## src/rtl/uart_pkg.sv

```systemverilog
`default_nettype none
// ============================================================================
//  Module      : uart_pkg
//  Description : Shared types and helpers for the parametrised UART receiver.
//                Provides the parity-mode enum, the receiver FSM state enum
//                and the expected-parity helper uart_par().
//  Revision    : 1.0 - initial release
// ============================================================================
package uart_pkg;

    // Widest supported data word; the parity helper works on this width and
    // narrower words are zero-extended, which leaves the XOR unchanged.
    localparam int c_MAX_DATA_BITS = 9;

    // Bit counter width: wide enough for up to c_MAX_DATA_BITS data samples.
    localparam int c_BIT_CNT_W = 4;

    typedef enum logic [1:0] {
        PAR_NONE = 2'd0,
        PAR_EVEN = 2'd1,
        PAR_ODD  = 2'd2
    } parity_t;

    typedef enum logic [2:0] {
        ST_IDLE    = 3'd0,
        ST_START   = 3'd1,
        ST_DATA    = 3'd2,
        ST_PAR     = 3'd3,
        ST_STOP    = 3'd4,
        ST_WAIT_HI = 3'd5
    } rx_state_t;

    // Expected value of the parity bit for a data word.
    // Even: data ^ parity must XOR to 0, so the bit equals ^data.
    // Odd : data ^ parity must XOR to 1, so the bit equals ~^data.
    function automatic logic uart_par(input logic [c_MAX_DATA_BITS-1:0] data,
                                      input parity_t mode);
        case (mode)
            PAR_EVEN: return ^data;
            PAR_ODD:  return ~^data;
            default:  return 1'b0;
        endcase
    endfunction

endpackage : uart_pkg
`default_nettype wire

```

## src/rtl/uart_rx_fifo.sv

```systemverilog
`default_nettype none
// ============================================================================
//  Module      : uart_rx_fifo
//  Description : Small synchronous FIFO holding received words.
//                Pointers carry one extra wrap bit: equal pointers mean
//                empty, equal address with differing MSB means full.
//                A push while full is accepted only when a pop happens in
//                the same cycle (the pop frees the slot first).
//  Ports       : clk   - clock (rising edge)
//                rst   - asynchronous active-low reset (flushes the FIFO)
//                push  - write din this cycle
//                din   - word to write
//                full  - no free entry
//                pop   - discard the head entry this cycle
//                dout  - head entry (forced to 0 while empty)
//                empty - no stored entry
//  Revision    : 1.0 - initial release
// ============================================================================
module uart_rx_fifo
    import uart_pkg::*;
#(
    parameter int WIDTH = 10,
    parameter int DEPTH = 4
) (
    input  logic             clk,
    input  logic             rst,
    input  logic             push,
    input  logic [WIDTH-1:0] din,
    output logic             full,
    input  logic             pop,
    output logic [WIDTH-1:0] dout,
    output logic             empty
);

    localparam int c_AW = $clog2(DEPTH);

    logic [c_AW:0]      r_wptr;
    logic [c_AW:0]      r_rptr;
    logic [WIDTH-1:0]   r_mem [DEPTH];
    logic               w_rd;
    logic               w_wr;

    assign empty = (r_wptr == r_rptr);
    assign full  = (r_wptr[c_AW] != r_rptr[c_AW]) &&
                   (r_wptr[c_AW-1:0] == r_rptr[c_AW-1:0]);

    assign w_rd = pop & ~empty;
    assign w_wr = push & (~full | w_rd);

    // Gating the head with empty keeps the output at 0 after reset without
    // having to reset the storage array.
    assign dout = empty ? '0 : r_mem[r_rptr[c_AW-1:0]];

    always_ff @(posedge clk or negedge rst) begin
        if (!rst) begin
            r_wptr <= '0;
            r_rptr <= '0;
        end else begin
            if (w_wr) begin
                r_wptr <= r_wptr + (c_AW+1)'(1);
            end
            if (w_rd) begin
                r_rptr <= r_rptr + (c_AW+1)'(1);
            end
        end
    end

    always_ff @(posedge clk) begin
        if (w_wr) begin
            r_mem[r_wptr[c_AW-1:0]] <= din;
        end
    end

endmodule : uart_rx_fifo
`default_nettype wire

```

## src/rtl/uart_rx_param.sv

```systemverilog
`default_nettype none
// ============================================================================
//  Module      : uart_rx_param
//  Description : Parametrised UART receiver with input synchroniser,
//                3-sample majority voting, false-start rejection, optional
//                parity, 1 or 2 stop bits and an output FIFO read over a
//                valid/ready handshake.
//  Ports       : clk        - clock (rising edge)
//                rst        - asynchronous active-low reset
//                rxd        - serial input, asynchronous, idles high
//                data       - head-of-FIFO word, LSB = first bit received
//                valid      - FIFO non-empty; data/frame_err/parity_err valid
//                ready      - consumer accepts head; pop on valid & ready
//                frame_err  - head word had a low stop bit
//                parity_err - head word failed its parity check
//                overrun    - one-cycle pulse when a frame is dropped (full)
//  Revision    : 1.0 - initial release
// ============================================================================
module uart_rx_param
    import uart_pkg::*;
#(
    parameter int DIV        = 234,
    parameter int DATA_BITS  = 8,
    parameter int PARITY     = 0,
    parameter int STOP_BITS  = 1,
    parameter int FIFO_DEPTH = 4
) (
    input  logic                 clk,
    input  logic                 rst,
    input  logic                 rxd,
    output logic [DATA_BITS-1:0] data,
    output logic                 valid,
    input  logic                 ready,
    output logic                 frame_err,
    output logic                 parity_err,
    output logic                 overrun
);

    localparam int                c_CW       = $clog2(DIV);
    localparam int                c_WW       = DATA_BITS + 2;
    localparam logic [c_CW-1:0]   c_HALF     = c_CW'(DIV / 2 - 1);
    localparam logic [c_CW-1:0]   c_LAST     = c_CW'(DIV - 1);
    localparam parity_t           c_PAR_MODE = parity_t'(2'(PARITY));
    localparam logic [c_BIT_CNT_W-1:0] c_DLAST = c_BIT_CNT_W'(DATA_BITS - 1);
    localparam logic [c_BIT_CNT_W-1:0] c_SLAST = c_BIT_CNT_W'(STOP_BITS - 1);

    // ------------------------------------------------------------------
    // Synchroniser and majority vote
    // ------------------------------------------------------------------
    logic       r_sync1;
    logic       r_rxs;
    logic [2:0] r_hist;
    logic       w_vote;
    logic       w_fall;

    always_ff @(posedge clk or negedge rst) begin
        if (!rst) begin
            r_sync1 <= 1'b1;
            r_rxs   <= 1'b1;
            r_hist  <= 3'b111;
        end else begin
            r_sync1 <= rxd;
            r_rxs   <= r_sync1;
            r_hist  <= {r_hist[1:0], r_rxs};
        end
    end

    assign w_vote = (r_hist[0] & r_hist[1]) |
                    (r_hist[0] & r_hist[2]) |
                    (r_hist[1] & r_hist[2]);

    // r_hist[0] is the previous synchronised value.
    assign w_fall = r_hist[0] & ~r_rxs;

    // ------------------------------------------------------------------
    // Receive FSM
    // ------------------------------------------------------------------
    rx_state_t              r_state;
    logic [c_CW-1:0]        r_cnt;
    logic [c_BIT_CNT_W-1:0] r_bit;
    logic [DATA_BITS-1:0]   r_shift;
    logic                   r_ferr;
    logic                   r_perr;
    logic                   r_push;
    logic [c_WW-1:0]        r_word;
    logic                   w_tick;
    logic                   w_ferr_now;

    assign w_tick     = (r_cnt == c_LAST);
    // Frame error including the stop sample being taken this cycle.
    assign w_ferr_now = r_ferr | ~w_vote;

    always_ff @(posedge clk or negedge rst) begin
        if (!rst) begin
            r_state <= ST_IDLE;
            r_cnt   <= '0;
            r_bit   <= '0;
            r_shift <= '0;
            r_ferr  <= 1'b0;
            r_perr  <= 1'b0;
            r_push  <= 1'b0;
            r_word  <= '0;
        end else begin
            r_push <= 1'b0;
            case (r_state)
                ST_IDLE: begin
                    if (w_fall) begin
                        r_cnt   <= '0;
                        r_state <= ST_START;
                    end
                end

                ST_START: begin
                    if (r_cnt == c_HALF) begin
                        // Mid-start: a high vote means the low was a glitch.
                        r_cnt   <= '0;
                        r_bit   <= '0;
                        r_ferr  <= 1'b0;
                        r_perr  <= 1'b0;
                        r_state <= w_vote ? ST_IDLE : ST_DATA;
                    end else begin
                        r_cnt <= r_cnt + c_CW'(1);
                    end
                end

                ST_DATA: begin
                    if (w_tick) begin
                        r_cnt   <= '0;
                        r_shift <= {w_vote, r_shift[DATA_BITS-1:1]};
                        if (r_bit == c_DLAST) begin
                            r_bit   <= '0;
                            r_state <= (c_PAR_MODE == PAR_NONE) ? ST_STOP : ST_PAR;
                        end else begin
                            r_bit <= r_bit + c_BIT_CNT_W'(1);
                        end
                    end else begin
                        r_cnt <= r_cnt + c_CW'(1);
                    end
                end

                ST_PAR: begin
                    if (w_tick) begin
                        r_cnt <= '0;
                        if (w_vote != uart_par(c_MAX_DATA_BITS'(r_shift), c_PAR_MODE)) begin
                            r_perr <= 1'b1;
                        end
                        r_state <= ST_STOP;
                    end else begin
                        r_cnt <= r_cnt + c_CW'(1);
                    end
                end

                ST_STOP: begin
                    if (w_tick) begin
                        r_cnt  <= '0;
                        r_ferr <= w_ferr_now;
                        if (r_bit == c_SLAST) begin
                            r_bit   <= '0;
                            r_push  <= 1'b1;
                            r_word  <= {w_ferr_now, r_perr, r_shift};
                            // A low final stop means the line may be in break;
                            // wait for it to go high before re-arming.
                            r_state <= w_vote ? ST_IDLE : ST_WAIT_HI;
                        end else begin
                            r_bit <= r_bit + c_BIT_CNT_W'(1);
                        end
                    end else begin
                        r_cnt <= r_cnt + c_CW'(1);
                    end
                end

                ST_WAIT_HI: begin
                    if (r_rxs) begin
                        r_state <= ST_IDLE;
                    end
                end

                default: begin
                    r_state <= ST_IDLE;
                end
            endcase
        end
    end

    // ------------------------------------------------------------------
    // Output FIFO and overrun
    // ------------------------------------------------------------------
    logic            w_full;
    logic            w_empty;
    logic            w_pop;
    logic [c_WW-1:0] w_head;
    logic            r_overrun;

    assign w_pop = ~w_empty & ready;

    uart_rx_fifo #(
        .WIDTH (c_WW),
        .DEPTH (FIFO_DEPTH)
    ) u_fifo (
        .clk   (clk),
        .rst   (rst),
        .push  (r_push),
        .din   (r_word),
        .full  (w_full),
        .pop   (w_pop),
        .dout  (w_head),
        .empty (w_empty)
    );

    // A same-cycle pop frees a slot, so only a push into a full FIFO with
    // no pop is dropped.
    always_ff @(posedge clk or negedge rst) begin
        if (!rst) begin
            r_overrun <= 1'b0;
        end else begin
            r_overrun <= r_push & w_full & ~w_pop;
        end
    end

    assign {frame_err, parity_err, data} = w_head;
    assign valid   = ~w_empty;
    assign overrun = r_overrun;

endmodule : uart_rx_param
`default_nettype wire

```

## config.mk

```make
export PLATFORM = sky130hd
export DESIGN_NAME = uart_rx_param
export DESIGN_NICKNAME = d
export VERILOG_FILES = /design/src/rtl/uart_pkg.sv /design/src/rtl/uart_rx_fifo.sv /design/src/rtl/uart_rx_param.sv
export SDC_FILE = /design/constraint.sdc
export NUM_CORES = 1
export LEC_CHECK = 0
export ABC_AREA = 1
export BUFFER_PORTS_ARGS = -buffer_cell sky130_fd_sc_hd__buf_2
export CAP_MARGIN = 5
export CORE_ASPECT_RATIO = 0.8
export CORE_MARGIN = 1
export CORE_UTILIZATION = 40
export CTS_CLUSTER_DIAMETER = 100
export DETAILED_ROUTE_END_ITERATION = 7
export HOLD_SLACK_MARGIN = 0.02
export PLACE_DENSITY_LB_ADDON = 0.12
export SYNTH_ARGS = -nofsm -noshare
export SYNTH_HDL_FRONTEND = slang
export SYNTH_SLANG_ARGS = --single-unit
export TNS_END_PERCENT = 10
```

## constraint.sdc

```tcl
create_clock -name clk -period 5.35 [get_ports clk]
set_input_delay 1.07 -clock clk [delete_from_list [all_inputs] [get_ports clk]]
set_output_delay 1.07 -clock clk [all_outputs]
set_load 0.01 [all_outputs]
```

After elaboration in Yosys (flattened, before gate mapping)
Memory sizes are Yosys's and may differ from the RTL's. Index checks and enable logic that the tools add are counted.

$add $sub $neg: 4. Eq/ne operators: 21. Reduce and logical (&&, ||, !) cells: 15. Bitwise logic cells: 18. Muxes and demuxes: 35.

Operators with widths (number): two-way mux 3 bit (9); two-way mux 8 bit (3); one-hot mux 8 bit (3 select lines) (1); two-way mux 4 bit (5); inequality test 2 bit (second input constant) (9); one-hot mux 3 bit (6 select lines) (1); one-hot mux 4 bit (3 select lines) (1); two-way mux 1 bit (11); two-way mux 10 bit (1); bitwise AND 1 bit (9); adder 8 x 1 -> 8 bit (second input constant) (1); equality test 8 x 7 -> 1 bit (second input constant) (1); equality test 8 bit (second input constant) (1); AND reduction 4 bit (2); AND reduction 8 bit (1); adder 3 x 1 -> 3 bit (second input constant) (2); equality test 3 x 2 -> 1 bit (second input constant) (2); equality test 3 bit (second input constant) (2); AND reduction 3 bit (2); nonzero test 3 bit (2); inverter 1 bit (5); adder 4 x 1 -> 4 bit (second input constant) (1); equality test 4 x 3 -> 1 bit (second input constant) (1); zero test 4 bit (1); 12 further kinds (19).

Flip-flop bits (word level): 48. Memories kept: 1. RAM bits: 40. Bits of input ports: 4. Output and inout port bits: 12.

Memory list: u_fifo.r_mem (words 4, width 10, rd ports 1, clocked after memory_dff 0, wr ports 1, RTL line uart_rx_fifo.sv:39) `logic [WIDTH-1:0] r_mem [DEPTH];`.

Depth between registers and ports, before layout
Depth in word-level cells: 8. Depth in mapped cells: 11. Depth with buffers taken out: 10.

Hierarchy
From an unflattened synthesis, not the netlist that was laid out.

Cells, all modules: 446. Area total of the unflattened synthesis: 4071.4 um2.

Modules (own cells, without submodules): uart_rx_param (instances 1, cells an instance 259, area an instance 2052.0 um2); uart_rx_fifo (instances 1, cells an instance 187, area an instance 2019.4 um2).

Worst setup path before layout
No wires, ideal clock.

Path type: reg2out. Start point: register u_fifo.r_wptr[1]. End point: output port data[0]. Setup slack: 3.036 ns. Arrival: 1.244 ns. Cell stages (with the launch flop): 7. Path through: dfrtp_1 or2_0 a21oi_1 nand2_1 buf_2 nand2_1 inv_1.

Word-level cells in the longest chain between the ends: 2.

RTL lines: from (decl) (RTL line uart_rx_fifo.sv:37) `logic [c_AW:0] r_wptr;`; from (signal assigned) (RTL line uart_rx_fifo.sv:60) `r_wptr <= r_wptr + (c_AW+1)'(1);`; equality test 3 bit (RTL line uart_rx_fifo.sv:43) `assign empty = (r_wptr == r_rptr);`; two-way mux 10 bit (RTL line uart_rx_fifo.sv:52) `assign dout = empty ? '0 : r_mem[r_rptr[c_AW-1:0]];`; to (decl) (RTL line uart_rx_param.sv:31) `output logic [DATA_BITS-1:0] data,`.

No other way between the ends.

Final worst setup path
Start point: register u_fifo.r_rptr[0]. End point: output port data[0].

Word-level cells in the longest chain between the ends: 2. Elaborated cells on any way between the ends: 3. Classes of those cells: eq/ne: 1; mux: 1; memory: 1.

RTL lines: from (decl) (RTL line uart_rx_fifo.sv:38) `logic [c_AW:0] r_rptr;`; from (signal assigned) (RTL line uart_rx_fifo.sv:63) `r_rptr <= r_rptr + (c_AW+1)'(1);`; memory (4 x 10 bit) / equality test 3 bit (equally long branches); two-way mux 10 bit * (RTL line uart_rx_fifo.sv:52).

Every way passes the cells marked *; elsewhere a longest branch is shown, timed or not.

==> impl_metrics.json <==
{
  "status": "finished clean",
  "cts_root_buf": "clkbuf_16",
  "fp.coreArea_sq_um": 9849,
  "avgRoutedWirePerCell_microns": 13.00,
  "synth_top_area_cell": "edfxtp_1",
  "end_kind": "output port",
  "final_hold_viol_count": 0,
  "postRouteAntennaNets": 0,
  "via_count": 2854,
  "fillers": 911,
  "fin_tns_setup_ps": 0,
  "yosysMostFrequentCell": "nand2_1",
  "worstPathRequired_ps": 4280,
  "multi_input_area_sq_um": 1471,
  "start_util_pct": 42.05,
  "slew_headroom_pct": 33.99,
  "pwr_density_cell_nw_per_um2": 374.8,
  "grt_pass1_wl_mm": 13.39,
  "rr_startpoint": "u_fifo.r_rptr[0]$_DFFE_PN0P_",
  "hold_slack_ps": 357.5,
  "grt-ovfl-total": 0,
  "worstSetupStartpointType": "flop",
  "period_needed_ps": 3341,
  "dr.pass1.iters": 4,
  "ys_dominant_reg_cell": "dfrtp_1",
  "dp_cells": 579,
  "ir_drop_mv": 0.1578,
  "cts_sinks": 88,
  "synth-edff-count": 40,
  "ys_ff_latch": 88,
  "leakagePower_nw": 2.247,
  "drc": 0,
  "dp_hpwl_mm": 5.170,
  "cp_max_fo": 24,
  "syn_nets": 453,
  "ys_top_cells_by_area": "edfxtp_1 29%, dfrtp_1 26%, nand2_1 10%",
  "clock-skew-final_ps": 7.971,
  "drt_wl_total_mm": 7.737,
  "cts_resized": 0,
  "finalNetCount": 468,
  "power.total_w": 0.001743,
  "clock_latency_ps": 340,
  "htree_levels": 3,
  "rsz0062_at_grt": "false",
  "ys_types": 32,
  "post-route-period-util_pct": 62.45,
  "cts-buffers-inserted": 9,
  "maxSlewViolCount": 0,
  "numPortBuffers": 15,
  "yosysWarnings": 0,
  "grt_start_max_net_pins": 49,
  "die_w_microns": 115.8,
  "layoutNonFillerInstCount": 595,
  "cap_viol_max_count": 0,
  "syn_area_per_cell_sq_um": 9.434,
  "drt-initial-drc-count": 191,
  "grt_pass1_vias": 2715,
  "gp_congestion": 0.8528,
  "synth_top_cell_area_share_pct": 29.00,
  "setup.worst_path.class": "reg -> out",
  "area_growth_pct": 12.30,
  "postCtsHoldBufs": 0,
  "critical_path_arrival_ps": 2270,
  "ys_seq_area_share_pct": 58.16,
  "dieArea_sq_um": 10770,
  "cts_tree": "done",
  "die-height_microns": 93.01,
  "worst_pin_slew_ps": 986.5,
  "hp-start": "r_sync1$_DFF_PN1_",
  "met2_usage_pct": 23.26,
  "grt_use_met1_pct": 23.43,
  "row_count": 32,
  "timing.critical_path.from": "u_fifo.r_rptr[0]$_DFFE_PN0P_",
  "grt-busiest-layer": "met1",
  "vias_per_cell": 4.797,
  "clk_pin_slew_worst_paths_ps": 60,
  "ios": 16,
  "yosys-top-cells-count": "115 x nand2_1, 49 x nor2_1, 47 x inv_1, 43 x dfrtp_1, 40 x edfxtp_1",
  "synthCells": 439,
  "antenna_found_initial": 0,
  "final_util_pct": 47.22,
  "hp-class": "reg -> reg",
  "setup_violations": 0,
  "max_freq_ghz": 0.2993,
  "seq_area_sq_um": 2409,
  "layout-drive-gt1-share_pct": 13.07,
  "groute.usage.overall_pct": 16.26,
  "post-cts-setup-buffers": 0,
  "grt_util_met3_pct": 4.925,
  "async_flop_share_pct": 54.55,
  "num_antenna_cells": 0,
  "netlist_area_sq_um": 4141,
  "clock_path_buffers": 2
}
final timing paths:
check                                                    end  slack [ps]  depth (start not counted)
worst min register to register               r_rxs$_DFF_PN1_         360                          0
worst max-delay path                                 data[0]        2010                          6
worst min-delay path                         r_rxs$_DFF_PN1_         360                          0
worst max register to register  u_fifo.r_mem[0][5]$_DFFE_PP_        2750                          5
min in group asynchronous               r_cnt[5]$_DFFE_PN0P_         830                          2
max in group asynchronous               r_bit[2]$_DFFE_PN0P_        4090                          2
metrics by stage:
stage	setup WS (ps)	cell area, sq um
3_5_place_dp	2375	4324
6_report	2009	4651
4_1_cts	2010	4651
3_3_place_gp	2402	4324
5_1_grt	1715	4651
2_1_floorplan	3036	4141
metal layers:
| metal | vias to the layer above | part of all wire (%) |
|---|---|---|
| met5 | - | 0 |
| li1 | 1464 | - |
| met3 | 8 | 4.4 |
| met2 | 50 | 42 |
| met4 | 0 | 1.2 |
| met1 | 1332 | 52 |
sequential cells by signal (all words and copies together) (netlist names):
register       count
r_perr             1
u_fifo.r_mem      40
u_fifo.r_rptr      3
r_ferr             1
r_rxs              1
overrun            1
r_sync1            1
r_cnt              8
r_word            10
r_bit              4
r_push             1
u_fifo.r_wptr      3
r_state            3
r_shift            8
r_hist             3
report_power, final:
part	total [W]	internal, W	switching (W)	leakage (nW)
clock	0.000679	0.000414	0.000265	0.153
combinational	0.000298	0.0000903	0.000207	0.982
sequential	0.000767	0.000733	0.0000337	1.11
total	0.00174	0.00124	0.000506	2.25
worst max-delay path, cell delays in order, from the launching register on:
cell and delay [ps]:
dfrtp_1 820, inv_1 520, nor2_1 190, o32ai_1 120, nand2_1 90, inv_1 50, buf_2 130
cells in the final DEF (no fill, tap or decap), types with 2 or more instances in the layout:
master and n:
o32ai_1 10, bufinv_16 2, xor2_1 7, edfxtp_1 40, nand4_1 9, clkinvlp_4 2
dfstp_2 5, inv_6 3, nand2_1 115, buf_2 15, nand3_2 2, o21ai_1 20
xnor2_1 2, inv_2 4, clkbuf_16 9, nor2_2 5, nand3_1 31, ha_1 10
dfrtp_1 43, nor2_4 2, nand2_2 5, inv_1 47, nor2_1 49, o21ai_0 13
final cells by class:
| type | count | area share, % |
|---|---|---|
| well taps | 136 | 3.659 |
| flip-flops and latches | 88 | 51.79 |
| inverters | 51 | 4.116 |
| multi-input cells | 288 | 31.64 |
| repair buffers | 16 | 1.776 |
| clock inverters | 7 | 2.179 |
| clock buffers | 9 | 4.843 |
kinds of logic after synthesis:
logic type,share of synthesized area (%)
compound gates,6.616
xor+xnor,1.903
fa+ha+maj,3.021
buf+inv,6.314
flops,58.16
simple gates,23.99
Note: power is estimated with default switching activity, not from simulation.
